**src/rtl/branch_pkg.sv**
```systemverilog
// Shared types for the branch unit: branch opcodes, FSM states and flag bit positions.
package branch_pkg;

  typedef enum logic [2:0] {
    BR_NONE = 3'b000,
    BR_JMP  = 3'b001,
    BR_EQ   = 3'b010,
    BR_NE   = 3'b011,
    BR_LT   = 3'b100,
    BR_GE   = 3'b101,
    BR_CS   = 3'b110,
    BR_VS   = 3'b111
  } br_op_t;

  typedef enum logic [1:0] {
    IDLE   = 2'd0,
    RUN    = 2'd1,
    BUBBLE = 2'd2,
    HALT   = 2'd3
  } bu_state_t;

  // Bit positions inside the packed {z,c,n,v} flag vector.
  localparam int FLAG_Z = 3;
  localparam int FLAG_C = 2;
  localparam int FLAG_N = 1;
  localparam int FLAG_V = 0;

  localparam int LUT_DEPTH = 16;
  localparam int LUT_AW    = 4;

endpackage

```
**src/rtl/branch_unit_if.sv**
```systemverilog
// Fetch/ALU-facing bundle of the branch unit; master drives retire info, slave owns the PC.
interface branch_unit_if import branch_pkg::*; #(
  parameter int PC_W = 10
);
  logic              start;
  logic              step_valid;
  br_op_t            br_op;
  logic [LUT_AW-1:0] br_idx;
  logic              halt_req;
  logic              flag_we;
  logic              z_in, c_in, n_in, v_in;
  logic              lut_we;
  logic [LUT_AW-1:0] lut_waddr;
  logic [PC_W-1:0]   lut_wdata;
  logic [PC_W-1:0]   pc;
  logic              taken;
  logic              busy;
  logic              done;
  logic [3:0]        flags;

  modport master (
    output start, step_valid, br_op, br_idx, halt_req,
    output flag_we, z_in, c_in, n_in, v_in,
    output lut_we, lut_waddr, lut_wdata,
    input  pc, taken, busy, done, flags
  );

  modport slave (
    input  start, step_valid, br_op, br_idx, halt_req,
    input  flag_we, z_in, c_in, n_in, v_in,
    input  lut_we, lut_waddr, lut_wdata,
    output pc, taken, busy, done, flags
  );
endinterface

```
**src/rtl/branch_target_lut.sv**
```systemverilog
// 16-entry branch target register file: synchronous write, combinational read of pre-edge contents.
module branch_target_lut import branch_pkg::*; #(
  parameter int PC_W = 10
) (
  input  logic              clk,
  input  logic              we,
  input  logic [LUT_AW-1:0] waddr,
  input  logic [PC_W-1:0]   wdata,
  input  logic [LUT_AW-1:0] raddr,
  output logic [PC_W-1:0]   rdata
);
  // Contents are deliberately not reset; software loads the table before use.
  logic [LUT_DEPTH-1:0][PC_W-1:0] mem;

  always_ff @(posedge clk) begin
    if (we) mem[waddr] <= wdata;
  end

  assign rdata = mem[raddr];
endmodule

```
**src/rtl/branch_unit.sv**
```systemverilog
// PC owner of the accumulator core: flag latch, branch resolution, bubble insertion, run control.
module branch_unit import branch_pkg::*; #(
  parameter int              PC_W     = 10,
  parameter logic [PC_W-1:0] START_PC = '0
) (
  input  logic          clk,
  input  logic          reset,
  branch_unit_if.slave  bus
);
  bu_state_t       state;
  logic [PC_W-1:0] pc_q;
  logic            taken_q;
  logic [3:0]      flags_q;
  logic [3:0]      eff_flags;
  logic [PC_W-1:0] tgt;
  logic            cond;

  branch_target_lut #(.PC_W(PC_W)) u_lut (
    .clk   (clk),
    .we    (bus.lut_we),
    .waddr (bus.lut_waddr),
    .wdata (bus.lut_wdata),
    .raddr (bus.br_idx),
    .rdata (tgt)
  );

  // Same-cycle flag write bypasses the latch so the retiring branch sees fresh ALU flags.
  assign eff_flags = bus.flag_we ? {bus.z_in, bus.c_in, bus.n_in, bus.v_in} : flags_q;

  always_comb begin
    cond = 1'b0;
    case (bus.br_op)
      BR_NONE: cond = 1'b0;
      BR_JMP:  cond = 1'b1;
      BR_EQ:   cond = eff_flags[FLAG_Z];
      BR_NE:   cond = ~eff_flags[FLAG_Z];
      BR_LT:   cond = eff_flags[FLAG_N];
      BR_GE:   cond = ~eff_flags[FLAG_N];
      BR_CS:   cond = eff_flags[FLAG_C];
      BR_VS:   cond = eff_flags[FLAG_V];
      default: cond = 1'b0;
    endcase
  end

  always_ff @(posedge clk) begin
    if (reset) begin
      state   <= IDLE;
      pc_q    <= START_PC;
      taken_q <= 1'b0;
      flags_q <= '0;
    end else begin
      if (bus.flag_we) flags_q <= {bus.z_in, bus.c_in, bus.n_in, bus.v_in};
      taken_q <= 1'b0;
      case (state)
        IDLE, HALT: begin
          if (bus.start) begin
            state <= RUN;
            pc_q  <= START_PC;
          end
        end
        RUN: begin
          if (bus.step_valid) begin
            if (bus.halt_req) begin
              state <= HALT;
            end else if (cond) begin
              pc_q    <= tgt;
              taken_q <= 1'b1;
              state   <= BUBBLE;
            end else begin
              pc_q <= pc_q + {{(PC_W-1){1'b0}}, 1'b1};
            end
          end
        end
        BUBBLE:  state <= RUN;
        default: state <= IDLE;
      endcase
    end
  end

  assign bus.pc    = pc_q;
  assign bus.taken = taken_q;
  assign bus.busy  = (state != RUN);
  assign bus.done  = (state == HALT);
  assign bus.flags = flags_q;
endmodule

```
**src/flat_wrapper.sv**
```systemverilog
// flat-port wrapper written by rule: the top's interface ports become plain ports
module branch_unit_flat import branch_pkg::*;
#(
  parameter int              PC_W     = 10,
  parameter logic [PC_W-1:0] START_PC = '0
)
  (clk, reset, bus_start, bus_step_valid, bus_br_op, bus_br_idx, bus_halt_req, bus_flag_we, bus_z_in, bus_c_in, bus_n_in, bus_v_in, bus_lut_we, bus_lut_waddr, bus_lut_wdata, bus_pc, bus_taken, bus_busy, bus_done, bus_flags);
  branch_unit_if #(.PC_W(PC_W)) bus_i ();
  input  logic clk;
  input  logic reset;
  input wire logic [$bits(bus_i.start)-1:0] bus_start;
  input wire logic [$bits(bus_i.step_valid)-1:0] bus_step_valid;
  input wire logic [$bits(bus_i.br_op)-1:0] bus_br_op;
  input wire logic [$bits(bus_i.br_idx)-1:0] bus_br_idx;
  input wire logic [$bits(bus_i.halt_req)-1:0] bus_halt_req;
  input wire logic [$bits(bus_i.flag_we)-1:0] bus_flag_we;
  input wire logic [$bits(bus_i.z_in)-1:0] bus_z_in;
  input wire logic [$bits(bus_i.c_in)-1:0] bus_c_in;
  input wire logic [$bits(bus_i.n_in)-1:0] bus_n_in;
  input wire logic [$bits(bus_i.v_in)-1:0] bus_v_in;
  input wire logic [$bits(bus_i.lut_we)-1:0] bus_lut_we;
  input wire logic [$bits(bus_i.lut_waddr)-1:0] bus_lut_waddr;
  input wire logic [$bits(bus_i.lut_wdata)-1:0] bus_lut_wdata;
  output wire logic [$bits(bus_i.pc)-1:0] bus_pc;
  output wire logic [$bits(bus_i.taken)-1:0] bus_taken;
  output wire logic [$bits(bus_i.busy)-1:0] bus_busy;
  output wire logic [$bits(bus_i.done)-1:0] bus_done;
  output wire logic [$bits(bus_i.flags)-1:0] bus_flags;
  assign bus_i.start = bus_start;
  assign bus_i.step_valid = bus_step_valid;
  assign bus_i.br_op = bus_br_op;
  assign bus_i.br_idx = bus_br_idx;
  assign bus_i.halt_req = bus_halt_req;
  assign bus_i.flag_we = bus_flag_we;
  assign bus_i.z_in = bus_z_in;
  assign bus_i.c_in = bus_c_in;
  assign bus_i.n_in = bus_n_in;
  assign bus_i.v_in = bus_v_in;
  assign bus_i.lut_we = bus_lut_we;
  assign bus_i.lut_waddr = bus_lut_waddr;
  assign bus_i.lut_wdata = bus_lut_wdata;
  assign bus_pc = bus_i.pc;
  assign bus_taken = bus_i.taken;
  assign bus_busy = bus_i.busy;
  assign bus_done = bus_i.done;
  assign bus_flags = bus_i.flags;
  branch_unit #(.PC_W(PC_W), .START_PC(START_PC)) u_core (.clk(clk), .reset(reset), .bus(bus_i));
endmodule
```
**config.mk**
```make
export PLATFORM = sky130hd
export DESIGN_NAME = branch_unit_flat
export DESIGN_NICKNAME = d
export VERILOG_FILES = /design/src/rtl/branch_pkg.sv /design/src/rtl/branch_unit_if.sv /design/src/rtl/branch_target_lut.sv /design/src/rtl/branch_unit.sv /design/src/flat_wrapper.sv
export SDC_FILE = /design/constraint.sdc
export NUM_CORES = 1
export LEC_CHECK = 0
export ABC_AREA = 1
export BUFFER_PORTS_ARGS = -buffer_cell sky130_fd_sc_hd__buf_2
export CORE_MARGIN = 10
export CORE_UTILIZATION = 35
export DETAILED_ROUTE_END_ITERATION = 10
export GPL_TIMING_DRIVEN = 0
export HOLD_SLACK_MARGIN = 0.1
export SLEW_MARGIN = 40
export SYNTH_ARGS = -nofsm -noshare
export SYNTH_HDL_FRONTEND = slang
export SYNTH_SLANG_ARGS = --single-unit
export TNS_END_PERCENT = 30
```
**constraint.sdc**
```tcl
create_clock -name clk -period 1.9 [get_ports clk]
set_input_delay 0.38 -clock clk [delete_from_list [all_inputs] [get_ports clk]]
set_output_delay 0.38 -clock clk [all_outputs]
set_load 0.05 [all_outputs]
```
==> qor.txt <==
DPL Wire Length = 13800 um
Gr ovfl total = 0
Slew @ Worst Pin = 736 ps
Cell Rows = 56
Leak = 4.10 nW
Hold endpoint = u_core.bus.taken$_SDFF_PP0_
Crit path DAT = 1370 ps
N_diodes = 0
Most frequent cells in the layout = nand2_1 (295), edfxtp_1 (160), inv_1 (134), nand3_1 (123), buf_2 (61)
Worst R2R Setup Slack = 220 ps
Mapped cell area = 8250 sq um
HP Class = primary input to flop
CP top delay family = buffers and inverters
# resized after CTS = 0
Setup bufs post-CTS = 0
GRT Total Usage = 13.6%
CORE AREA = 23300 sq um
PnR worst setup slack = 146 ps
CP max FO = 5
Residual DRC = 0
Worst slack, placed = -181 ps
Vias = 5869
CP endpoint kind = primary output
Die W = 174 um
# setup viols final = 0
Placed cell count = 1241
Cell taking the most area after synthesis = edfxtp_1
Register bit count reported by yosys = 177
Reg-to-reg endpoint = u_core.bus.pc[8]$_SDFFE_PP0P_
Min-delay src = bus_step_valid
Distinct cells, synth = 30
Setup Skew = 9.45 ps
Crit share post-route = 92.3%
Layout area overhead = 14.5%
Post-layout min period = 1750 ps
Final Net Count = 976
Largest net degree at the start of global routing = 17
Power Total = 8.60 mW
Synth warn = 0
Initial Utilization = 35.4%
Gate Count Post-Synth = 877
RSZ-0062 raised after global routing = no
Layout cells sized above 1 = 17.1%
Final instance area = 9450 sq um
PD cells = 910 nW/um^2
Die Area = 30100 sq um
Sink Count = 177
Status = finished, final reports clean
Clock Tree Root = clkbuf_16
Inserted Clock Buffers = 17
Detail Route Antenna Nets = 0
Register area share after synthesis = 62.3%
Routed Wire Length = 20400 um
Critical Path RT = 1520 ps
Vias in the first global route = 5516
Worst r2r src = u_core.bus.pc[1]$_SDFFE_PP0P_
Share of the synthesized area in the top cell type = 58.2%
Max Cap Viol = 0
Syn nets = 912
Worst path bufs/invs = 3
Clk buf depth = 2
Synth area leaders = edfxtp_1 (58%), nand2_1 (13%), nand3_1 (7.5%), inv_1 (6.1%), dfxtp_1 (4.1%)
Max stage delay on crit path = 330 ps
First-pass GRT wire length = 31400 um
Final RePlAce weighted congestion = 0.879
Hold WS = 196 ps
1st-pass router iterations = 6
Final hold vios = 0
CP max stage cell = dfxtp_1
Initial antenna violation count = 0
Post-layout util = 40.5%
Final Max Tran Viols = 0
WL/cell = 16.1 um
Worst skew pair latency = 440 ps
Setup crit start kind = flop
Clock H-tree levels = 4
CTS tree = done
Peak Freq = 0.570 GHz
Mapped Avg Cell Area = 9.41 sq um
Die Y = 174 um
Worst R2R Path Depth = 11
Fin cells = 1273
Hold path depth = 2
# port buffers = 45
Crit-path cells = inv_1 > ha_1 > inv_2 > buf_2
DRT iter0 DRCs = 606
Clock slew at reported path FFs = 60 ps
Most common cell after layout, fill and taps aside = nand2_1
Dpl cell area = 8920 sq um
Relative slew slack = 50.9%
CTS Hold Bufs = 0
Vias per cell = 4.61
Max IR drop VDD = 0.570 mV
Top-level I/O count = 49
Fin Setup TNS = 0 ps
Crit path kind = flop to primary output
-- synthesized netlist by cell type (all sizes together) --
library cell and number:
dfxtp 17, and3 1, clkbuf 8, xnor2 1, nand3b 1, clkinv 1
or2 43, buf 31, o21ai 2, a31oi 1, xor2 2, nand3 123
ha 3, inv 137, a21oi 14, nand4 3, nor3 1, nor2 32
edfxtp 160, nand2 295, a21boi 1
-- power breakdown --
| group | internal [mW] | leakage, nW | switching [mW] |
|---|---|---|---|
| registers | 4.34 | 1.58 | 0.0402 |
| clock network | 1.69 | 0.258 | 1.53 |
| logic | 0.294 | 2.26 | 0.700 |
-- routing by layer --
layer	global-route usage (%)	vias up	routed length [um]
met3	3.31	22	1410
met2	21.0	179	9010
li1	-	2927	-
met4	4.03	0	290
met5	0	-	0
met1	18.5	2741	9720
-- kinds of logic after synthesis --
kind of cell / Yosys count / share of synthesized area, %
xor gates and xnor gates: 3 / 0.318
AOI/OAI and AO/OA: 18 / 1.59
adders and majority gates: 3 / 0.455
DFF: 177 / 62.3
buffers and inverters: 177 / 9.20
and+or+nand+nor: 499 / 26.1
-- final cells by class --
| cell class | instances | area, sq um |
|---|---|---|
| fill | 2309 | 13900 |
| sequential | 177 | 5140 |
| multi-input combinational | 523 | 2390 |
| inverter | 138 | 518 |
| clock buffer | 18 | 429 |
| tap | 319 | 399 |
| buffer | 39 | 241 |
| timing repair buffer | 45 | 225 |
| clock inverter | 14 | 105 |
-- worst max path at each step --
stage,cells past startpoint,startpoint,endpoint
after floorplan,10,u_core.bus.pc[1]$_SDFFE_PP0P_,u_core.bus.pc[8]$_SDFFE_PP0P_
after global placement,12,bus_br_idx[0],u_core.bus.pc[8]$_SDFFE_PP0P_
after detailed placement,12,bus_br_idx[0],u_core.bus.pc[8]$_SDFFE_PP0P_
after CTS,4,u_core.state[1]$_SDFFE_PP0P_,bus_busy
after global routing,4,u_core.state[1]$_SDFFE_PP0P_,bus_busy
final,4,u_core.state[1]$_SDFFE_PP0P_,bus_busy
-- registers in the layout, indices dropped and copies added, names as in the netlist --
signal / count
u_core.state: 2
u_core.bus.taken: 1
u_core.bus.flags: 4
u_core.u_lut.mem: 160
u_core.bus.pc: 10
No activity file was read; power rests on OpenSTA's default activity.
